$ cat src/rtl/spi_master_seq.sv
// SPI master sequencer: one host request becomes a command frame plus a data frame (SPI mode 0).
// Optional macro SPI_MASTER_SEQ_WR_VERIFY_EN: each write is followed by a read-back of the
// same address, and err reports whether the read-back word differs from the written data.
module spi_master_seq #(
   parameter int unsigned DATA_W  = 32,
   parameter int unsigned ADDR_W  = 16,
   parameter int unsigned CLK_DIV = 4,
   parameter int unsigned GAP_CYC = 4
) (
   input  logic              clk,
   input  logic              rst,
   input  logic              req,
   input  logic              rnw,
   input  logic [ADDR_W-1:0] addr,
   input  logic [DATA_W-1:0] wdata,
   output logic              ready,
   output logic              done,
   output logic [DATA_W-1:0] rdata,
   output logic              err,
   output logic              ss,
   output logic              sclk,
   output logic              mosi,
   input  logic              miso
);

   localparam int unsigned DIV_W = (CLK_DIV > 1) ? $clog2(CLK_DIV) : 1;
   localparam int unsigned BIT_W = (DATA_W > 1)  ? $clog2(DATA_W)  : 1;
   localparam int unsigned GAP_W = (GAP_CYC > 1) ? $clog2(GAP_CYC) : 1;
   localparam logic [DIV_W-1:0] DIV_LAST = DIV_W'(CLK_DIV - 1);
   localparam logic [BIT_W-1:0] BIT_LAST = BIT_W'(DATA_W - 1);
   localparam logic [GAP_W-1:0] GAP_LAST = GAP_W'(GAP_CYC - 1);

   typedef enum logic [2:0] {
      S_IDLE, S_CMD, S_GAP1, S_DATA, S_GAP2, S_DONE
   } state_t;

   state_t            state_q, state_d;
   logic [DIV_W-1:0]  div_cnt_q, div_cnt_d;
   logic [BIT_W-1:0]  bit_cnt_q, bit_cnt_d;
   logic [GAP_W-1:0]  gap_cnt_q, gap_cnt_d;
   logic              sclk_q, sclk_d;
   logic              tail_q, tail_d;
   logic              ss_q, ss_d;
   logic              mosi_q, mosi_d;
   logic [DATA_W-1:0] shreg_q, shreg_d;
   logic              rnw_q, rnw_d;
   logic [ADDR_W-1:0] addr_q, addr_d;
   logic [DATA_W-1:0] wdata_q, wdata_d;
   logic              vphase_q, vphase_d;
   logic [DATA_W-1:0] rdata_q, rdata_d;
   logic              err_q, err_d;
   logic              ready_q, ready_d;
   logic              done_q, done_d;

   logic              rd_c;
   logic              start_c;
   logic [DATA_W-1:0] frame_word_c;

   // Command word: zero-extended {rnw, addr}
   function automatic logic [DATA_W-1:0] cmd_word(input logic r, input logic [ADDR_W-1:0] a);
      return DATA_W'({r, a});
   endfunction

   // Next-state, frame sequencing and output computation
   always_comb begin
      state_d      = state_q;
      div_cnt_d    = div_cnt_q;
      bit_cnt_d    = bit_cnt_q;
      gap_cnt_d    = gap_cnt_q;
      sclk_d       = sclk_q;
      tail_d       = tail_q;
      ss_d         = ss_q;
      mosi_d       = mosi_q;
      shreg_d      = shreg_q;
      rnw_d        = rnw_q;
      addr_d       = addr_q;
      wdata_d      = wdata_q;
      vphase_d     = vphase_q;
      rdata_d      = rdata_q;
      err_d        = err_q;
      start_c      = 1'b0;
      frame_word_c = '0;
      rd_c         = rnw_q | vphase_q;

      case (state_q)
         S_IDLE, S_DONE: begin
            state_d = S_IDLE;
            if (req) begin
               rnw_d        = rnw;
               addr_d       = addr;
               wdata_d      = wdata;
               vphase_d     = 1'b0;
               start_c      = 1'b1;
               frame_word_c = cmd_word(rnw, addr);
               state_d      = S_CMD;
            end
         end
         S_CMD, S_DATA: begin
            if (div_cnt_q == DIV_LAST) begin
               div_cnt_d = '0;
               if (!sclk_q) begin
                  if (tail_q) begin
                     // final low phase complete: end of frame
                     ss_d      = 1'b1;
                     tail_d    = 1'b0;
                     gap_cnt_d = '0;
                     state_d   = (state_q == S_CMD) ? S_GAP1 : S_GAP2;
                  end else begin
                     sclk_d  = 1'b1;
                     shreg_d = {shreg_q[DATA_W-2:0], miso};
                  end
               end else begin
                  sclk_d = 1'b0;
                  if (bit_cnt_q == BIT_LAST) begin
                     bit_cnt_d = '0;
                     tail_d    = 1'b1;
                     mosi_d    = 1'b0;
                  end else begin
                     bit_cnt_d = bit_cnt_q + BIT_W'(1);
                     mosi_d    = (state_q == S_DATA && rd_c) ? 1'b0 : shreg_q[DATA_W-1];
                  end
               end
            end else begin
               div_cnt_d = div_cnt_q + DIV_W'(1);
            end
         end
         S_GAP1: begin
            if (gap_cnt_q == GAP_LAST) begin
               start_c      = 1'b1;
               frame_word_c = rd_c ? '0 : wdata_q;
               state_d      = S_DATA;
            end else begin
               gap_cnt_d = gap_cnt_q + GAP_W'(1);
            end
         end
         S_GAP2: begin
            if (gap_cnt_q == GAP_LAST) begin
`ifdef SPI_MASTER_SEQ_WR_VERIFY_EN
               if (!rnw_q && !vphase_q) begin
                  // write done: read the same address back
                  vphase_d     = 1'b1;
                  start_c      = 1'b1;
                  frame_word_c = cmd_word(1'b1, addr_q);
                  state_d      = S_CMD;
               end else begin
                  state_d = S_DONE;
                  rdata_d = shreg_q;
                  if (!rnw_q) err_d = (shreg_q != wdata_q);
               end
`else
               state_d = S_DONE;
               if (rnw_q) rdata_d = shreg_q;
`endif
            end else begin
               gap_cnt_d = gap_cnt_q + GAP_W'(1);
            end
         end
         default: state_d = S_IDLE;
      endcase

      // Frame start: ss falls with the MSB already on mosi
      if (start_c) begin
         ss_d      = 1'b0;
         sclk_d    = 1'b0;
         tail_d    = 1'b0;
         div_cnt_d = '0;
         bit_cnt_d = '0;
         shreg_d   = frame_word_c;
         mosi_d    = frame_word_c[DATA_W-1];
      end

      ready_d = (state_d == S_IDLE) || (state_d == S_DONE);
      done_d  = (state_d == S_DONE);
   end

   // State and datapath registers
   always_ff @(posedge clk or posedge rst) begin
      if (rst) begin
         state_q   <= S_IDLE;
         div_cnt_q <= '0;
         bit_cnt_q <= '0;
         gap_cnt_q <= '0;
         sclk_q    <= 1'b0;
         tail_q    <= 1'b0;
         ss_q      <= 1'b1;
         mosi_q    <= 1'b0;
         shreg_q   <= '0;
         rnw_q     <= 1'b0;
         addr_q    <= '0;
         wdata_q   <= '0;
         vphase_q  <= 1'b0;
         rdata_q   <= '0;
         err_q     <= 1'b0;
         ready_q   <= 1'b1;
         done_q    <= 1'b0;
      end else begin
         state_q   <= state_d;
         div_cnt_q <= div_cnt_d;
         bit_cnt_q <= bit_cnt_d;
         gap_cnt_q <= gap_cnt_d;
         sclk_q    <= sclk_d;
         tail_q    <= tail_d;
         ss_q      <= ss_d;
         mosi_q    <= mosi_d;
         shreg_q   <= shreg_d;
         rnw_q     <= rnw_d;
         addr_q    <= addr_d;
         wdata_q   <= wdata_d;
         vphase_q  <= vphase_d;
         rdata_q   <= rdata_d;
         err_q     <= err_d;
         ready_q   <= ready_d;
         done_q    <= done_d;
      end
   end

   assign ready = ready_q;
   assign done  = done_q;
   assign rdata = rdata_q;
   assign err   = err_q;
   assign ss    = ss_q;
   assign sclk  = sclk_q;
   assign mosi  = mosi_q;

endmodule

$ cat config.mk
export PLATFORM = sky130hd
export DESIGN_NAME = spi_master_seq
export DESIGN_NICKNAME = d
export VERILOG_FILES = /design/src/rtl/spi_master_seq.sv
export SDC_FILE = /design/constraint.sdc
export NUM_CORES = 1
export LEC_CHECK = 0
export ABC_AREA = 1
export ABC_CLOCK_PERIOD_IN_PS = 3700
export CAP_MARGIN = 20
export CORE_MARGIN = 2
export CORE_UTILIZATION = 48
export CTS_CLUSTER_DIAMETER = 60
export DETAILED_ROUTE_END_ITERATION = 6
export HOLD_SLACK_MARGIN = 0.08
export PLACE_DENSITY = 0.88
export SKIP_CTS_REPAIR_TIMING = 1
export SLEW_MARGIN = 20
export SYNTH_ARGS = -nofsm -noshare
export SYNTH_HDL_FRONTEND = slang
export SYNTH_SLANG_ARGS = --single-unit
$ cat constraint.sdc
create_clock -name clk -period 3.7 [get_ports clk]
set_input_delay 0.74 -clock clk [delete_from_list [all_inputs] [get_ports clk]]
set_output_delay 0.74 -clock clk [all_outputs]
set_load 0.05 [all_outputs]
-- Word level (Yosys, flattened, before mapping)
Index checks and enable logic that the tools add are counted.
- reduce and logical (&&, ||, !) cells: 20
- eq/ne operators: 16
- $add $sub $neg: 3
- mux-type cells: 54
- operator list (cell ; number):
    $mux W32 ; 7
    $pmux W32 S2 ; 1
    $mux W5 ; 5
    $mux W1 ; 24
    $mux W3 ; 6
    $mux W17 ; 1
    $mux W2 ; 7
    $pmux W3 S4 ; 1
    $reduce_bool A2 Y1 ; 5
    $eq A3 B3 Y1 const B ; 3
    $reduce_and A3 Y1 ; 3
    $ne A2 B2 Y1 const B ; 4
    $reduce_and A4 Y1 ; 2
    $eq A3 B2 Y1 const B ; 2
    $logic_not A3 Y1 ; 2
    $reduce_or A2 Y1 ; 3
    $add A5 B1 Y5 const B ; 1
    $eq A5 B5 Y1 const B ; 1
    $reduce_and A5 Y1 ; 1
    $add A2 B1 Y2 const B ; 2
    $eq A2 B2 Y1 const B ; 2
    $ne A2 B1 Y1 const B ; 2
    $pmux W2 S2 ; 1
    $reduce_and A2 Y1 ; 2
    other kinds (5) ; 5
- input bits: 53
- flip-flop bits (word level): 115
- output and inout port bits: 38

-- Longest topological paths before layout
- depth after elaboration: 8
- depth in mapped cells: 10
- depth with buffers taken out: 9

-- Worst setup path before layout
OpenSTA, ideal clock, no wires.
- path type: input -> register
- start point: input req
- end point: register shreg_q[0]
- required time: 3584 ps
- library setup time: 116 ps
- buffers on the path: 1
- path slack: 1949 ps
- stages: 10
- arrival: 1635 ps
- cells stage by stage: inv_1 -> nor2_1 -> nand3_4 -> nand2_4 -> inv_4 -> nand2_1 -> nand2_2 -> buf_6 -> nand2_1 -> nand2_1
- word-level cells in the longest chain between the ends: 4
- elaborated cells on any way between the ends: 10
- classes of those cells: eq/ne (2); mux (5); reduce/logical (3)
- ends and longest elaborated chain (what ; line ; text):
    from (decl) ; 12 ; input logic req,
    $mux W1 ; 88 ; if (req) begin
    $pmux W1 S2 ; 85 ; case (state_q)
    $ne A2 B1 Y1 (no line) or $reduce_bool A2 Y1 (tied branches) ; -- ;
    $reduce_and A4 Y1 (no line) ; -- ;
    to (signal assigned) ; 205 ; shreg_q <= shreg_d;
    to (decl) ; 45 ; logic [DATA_W-1:0] shreg_q, shreg_d;
Parallel ways exist; a longest one is shown, timed or not.
A chain may end at the register's enable or synchronous reset.

-- Worst setup path after layout
- start point: input req
- end point: register shreg_q[6]
The elaborated chain is that of the path after synthesis.

==> metrics.txt <==
# TYPE chip_impl_metric gauge
chip_impl_metric{name="core.rowCount",unit=""} 38
chip_impl_metric{name="htree_levels",unit=""} 4
chip_impl_metric{name="worst_ir_drop_vdd",unit="uV"} 262
chip_impl_metric{name="finalWirelength",unit="um"} 12900
chip_impl_info{name="cts_tree",value="built"} 1
chip_impl_metric{name="setup_tns",unit="ns"} 0
chip_impl_info{name="timing.hold.worst.start",value="rdata[30]$_DFFE_PP0P_"} 1
chip_impl_metric{name="die_x",unit="um"} 110
chip_impl_metric{name="layout.area.seq",unit="um2"} 2880
chip_impl_metric{name="wire_per_inst",unit="um"} 13.9
chip_impl_metric{name="start_util",unit="%"} 49.4
chip_impl_info{name="setup.worst_path.end_class",value="flip-flop"} 1
chip_impl_metric{name="postSynthRegisterBits",unit=""} 115
chip_impl_metric{name="postSynth.asyncResetShare",unit="%"} 100
chip_impl_metric{name="n_fill_cell",unit=""} 849
chip_impl_metric{name="route.detailed.vias_per_inst",unit=""} 5.10
chip_impl_metric{name="areaGrowthSynthToFinish",unit="%"} 28.7
chip_impl_metric{name="cts.reportedPaths.clkPinSlew",unit="ns"} 0.06
chip_impl_info{name="ys_top_cells_by_area",value="sky130_fd_sc_hd__dfrtp_1 53%, sky130_fd_sc_hd__nand2_1 22%, sky130_fd_sc_hd__nor2_1 4.6%"} 1
chip_impl_metric{name="design_area",unit="um2"} 6930
chip_impl_info{name="cp-startpoint",value="req"} 1
chip_impl_metric{name="timing.max_slew.rel_slack",unit="%"} 48.3
chip_impl_metric{name="slew_violations",unit=""} 0
chip_impl_info{name="synth.largest_area_cell",value="sky130_fd_sc_hd__dfrtp_1"} 1
chip_impl_metric{name="ios",unit=""} 91
chip_impl_metric{name="route.antenna.remaining_nets",unit=""} 0
chip_impl_metric{name="insertedDiodeCount",unit=""} 0
chip_impl_info{name="timing.setup.critical_path_class",value="in2reg"} 1
chip_impl_metric{name="max-cap-violations",unit=""} 0
chip_impl_metric{name="floorplan.die.height",unit="um"} 110
chip_impl_metric{name="post_synth_num_cell_types",unit=""} 33
chip_impl_metric{name="drc_errors",unit=""} 0
chip_impl_metric{name="p_per_cell_area",unit="nW/um2"} 434
chip_impl_info{name="crit_path_start_kind",value="primary input"} 1
chip_impl_metric{name="grtUsageTotal",unit="%"} 23.2
chip_impl_metric{name="hpwlAfterDp",unit="um"} 8550
chip_impl_metric{name="synth_cells",unit=""} 695
chip_impl_metric{name="finClkSkew",unit="ns"} 0.00783
chip_impl_metric{name="place_congestion",unit=""} 0.920
chip_impl_metric{name="worst-endpoint-arrival",unit="ns"} 3.03
chip_impl_metric{name="detail_route.iter0.violations",unit=""} 321
chip_impl_metric{name="share_of_yosys_cell_area_claimed_by_the_top_area_cell_type",unit="%"} 52.6
chip_impl_metric{name="globalRouteOverflowTotal",unit=""} 0
chip_impl_metric{name="worst_skew_pair.late_latency",unit="ns"} 0.52
chip_impl_metric{name="port_buffers",unit=""} 89
chip_impl_metric{name="syn-mean-instance-area",unit="um2"} 7.74
chip_impl_metric{name="finalCritPeriodShare",unit="%"} 70.9
chip_impl_metric{name="final_core_util",unit="%"} 63.6
chip_impl_metric{name="post-route-min-period",unit="ns"} 2.62
chip_impl_metric{name="max-clock-path-buffers",unit=""} 2
chip_impl_metric{name="crit_path_max_fanout",unit=""} 33
chip_impl_metric{name="seq_area_frac_synth",unit="%"} 53.5
chip_impl_info{name="run_status",value="complete, no violations"} 1
chip_impl_info{name="timing.hold.worst.class",value="reg2reg"} 1
chip_impl_info{name="dominantRegCellSynth",value="sky130_fd_sc_hd__dfrtp_1"} 1
chip_impl_metric{name="final_net_count",unit=""} 835
chip_impl_metric{name="yosysWarningCount",unit=""} 0
chip_impl_metric{name="synth_enable_flop_cells",unit=""} 0
chip_impl_metric{name="number_of_global_route_vias_before_repair",unit=""} 4527
chip_impl_metric{name="wire_length_of_the_first_global_routing_pass",unit="um"} 21600
chip_impl_metric{name="synth.cell_area",unit="um2"} 5380
chip_impl_metric{name="timing_worst_slew_pin_value",unit="ns"} 0.776
chip_impl_metric{name="max_freq",unit="GHz"} 0.381
chip_impl_metric{name="num_vias",unit=""} 4751
chip_impl_info{name="cts-root-buf",value="sky130_fd_sc_hd__clkbuf_8"} 1
chip_impl_metric{name="grt_start_max_net_pins",unit=""} 47
chip_impl_info{name="grt_setup_unrepaired",value="false"} 1
chip_impl_metric{name="post_route_cells_drive_above_1_share",unit="%"} 6.95
chip_impl_info{name="regToRegStartpoint",value="gap_cnt_q[0]$_DFFE_PP0P_"} 1
chip_impl_metric{name="dpl_cell_area",unit="um2"} 6330
chip_impl_metric{name="critical_path_required",unit="ns"} 4.10
chip_impl_metric{name="die_area",unit="um2"} 12100
chip_impl_metric{name="numCtsBuffers",unit=""} 17
chip_impl_metric{name="initial_antenna_violation_count",unit=""} 0
chip_impl_metric{name="initial_drt_pass_iterations",unit=""} 5
chip_impl_metric{name="multiInputGateArea",unit="um2"} 2120
chip_impl_metric{name="setup_violations",unit=""} 0
chip_impl_metric{name="leakage",unit="nW"} 3.55
chip_impl_metric{name="postSynthNetCount",unit=""} 752
chip_impl_metric{name="core_region_area",unit="um2"} 10900
chip_impl_metric{name="cts_sinks",unit=""} 115
chip_impl_metric{name="timing_hold_violations_final",unit=""} 0
## cell usage after synthesis (2+ instances only)
library cell / count
sky130_fd_sc_hd__clkbuf_1: 4
sky130_fd_sc_hd__a21oi_1: 4
sky130_fd_sc_hd__o21ai_1: 18
sky130_fd_sc_hd__nand2_1: 321
sky130_fd_sc_hd__nor2_2: 2
sky130_fd_sc_hd__ha_1: 4
sky130_fd_sc_hd__buf_4: 4
sky130_fd_sc_hd__inv_2: 4
sky130_fd_sc_hd__inv_1: 46
sky130_fd_sc_hd__nor2_1: 66
sky130_fd_sc_hd__buf_2: 20
sky130_fd_sc_hd__dfrtp_1: 113
sky130_fd_sc_hd__nand2_4: 2
sky130_fd_sc_hd__o21ai_0: 18
sky130_fd_sc_hd__buf_6: 3
sky130_fd_sc_hd__o31ai_1: 2
sky130_fd_sc_hd__nand3_1: 46
sky130_fd_sc_hd__dfstp_2: 2
sky130_fd_sc_hd__nand2_2: 2
## final cells by class
| class | instances | share of cell area (%) |
|---|---|---|
| Multi-Input combinational cell | 497 | 30.7 |
| Clock inverter | 14 | 2.58 |
| Sequential cell | 115 | 41.6 |
| Timing Repair Buffer | 95 | 13.7 |
| Tap cell | 140 | 2.53 |
| Clock buffer | 18 | 6.03 |
| Inverter | 52 | 2.91 |
## power breakdown
group | internal, mW | switching, mW | leakage, nW
logic | 0.0555 | 0.0422 | 1.76
clock network | 1.03 | 0.608 | 0.283
registers | 1.26 | 0.00346 | 1.51
total | 2.35 | 0.654 | 3.55
## cell families after synthesis
logic type                 synth area share [%]
and+or+nand+nor                            33.2
DFF                                        53.5
other                                    0.0697
AOI/OAI and AO/OA                          5.07
buffers and inverters                      7.00
adders and majority gates                 0.930
xor gates and xnor gates                  0.163
## registers in the layout, indices dropped and copies added (netlist names)
name and flops:
wdata_q 32, bit_cnt_q 5, div_cnt_q 2, sclk 1, state_q 3, rdata 32, done 1, tail_q 1
gap_cnt_q 2, shreg_q 32, rnw_q 1, mosi 1, ready 1, ss 1
## worst paths after layout
path / slack [ns] / endpoint / cells past startpoint
worst min-delay path: 0.47 / rdata[30]$_DFFE_PP0P_ / 2
max in group asynchronous: 2.35 / wdata_q[30]$_DFFE_PP0P_ / 3
min in group asynchronous: 0.55 / rdata[6]$_DFFE_PP0P_ / 2
worst max register to register: 1.14 / rdata[18]$_DFFE_PP0P_ / 6
worst max-delay path: 1.08 / shreg_q[6]$_DFFE_PP0P_ / 10
worst min register to register: 0.47 / rdata[30]$_DFFE_PP0P_ / 2
## critical path, cell delays in order
cell	delay, ns
sky130_fd_sc_hd__clkdlybuf4s50_1	0.45
sky130_fd_sc_hd__inv_1	0.04
sky130_fd_sc_hd__nor2_1	0.18
sky130_fd_sc_hd__nand3_4	0.35
sky130_fd_sc_hd__nand2_4	0.32
sky130_fd_sc_hd__inv_4	0.16
sky130_fd_sc_hd__nand2_1	0.11
sky130_fd_sc_hd__nand2_2	0.36
sky130_fd_sc_hd__nand2_1	0.23
sky130_fd_sc_hd__nand2_1	0.08
## cells in the final DEF (no fill, tap or decap), types with 3 or more instances in the layout
| cell | synthesis | routed |
|---|---|---|
| sky130_fd_sc_hd__inv_1 | 46 | 45 |
| sky130_fd_sc_hd__o21ai_1 | 18 | 18 |
| sky130_fd_sc_hd__clkbuf_16 | 0 | 16 |
| sky130_fd_sc_hd__buf_4 | 4 | 5 |
| sky130_fd_sc_hd__clkdlybuf4s50_1 | 0 | 89 |
| sky130_fd_sc_hd__nand2_1 | 321 | 321 |
| sky130_fd_sc_hd__inv_6 | 0 | 4 |
| sky130_fd_sc_hd__dfrtp_1 | 113 | 113 |
| sky130_fd_sc_hd__o21ai_0 | 18 | 18 |
| sky130_fd_sc_hd__clkinv_4 | 0 | 3 |
| sky130_fd_sc_hd__bufinv_16 | 0 | 3 |
| sky130_fd_sc_hd__a21oi_1 | 4 | 4 |
| sky130_fd_sc_hd__inv_2 | 4 | 4 |
| sky130_fd_sc_hd__nand3_1 | 46 | 46 |
| sky130_fd_sc_hd__ha_1 | 4 | 4 |
| sky130_fd_sc_hd__clkinvlp_4 | 0 | 4 |
| sky130_fd_sc_hd__nor2_1 | 66 | 66 |
## stage by stage
stage | std cells | power, mW | setup slack, ns | hold slack (ns)
2_1_floorplan | 695 | 1.32 | 1.56 | 0.448
3_3_place_gp | 899 | 1.39 | 0.680 | 0.455
3_5_place_dp | 899 | 1.39 | 0.604 | 0.460
4_1_cts | 931 | 3.02 | 1.07 | 0.474
5_1_grt | 931 | 3.09 | 0.863 | 0.495
6_report | 931 | 3.01 | 1.08 | 0.466
## layer usage
metal | part of all wire [%] | up-vias | track usage (%)
met5 | 0 | - | 0
met4 | 1.7 | 0 | 8.14
met3 | 6.5 | 22 | 5.69
met2 | 48 | 177 | 36.0
met1 | 44 | 2242 | 32.0
li1 | - | 2310 | -
No activity file was read; power rests on OpenSTA's default activity.
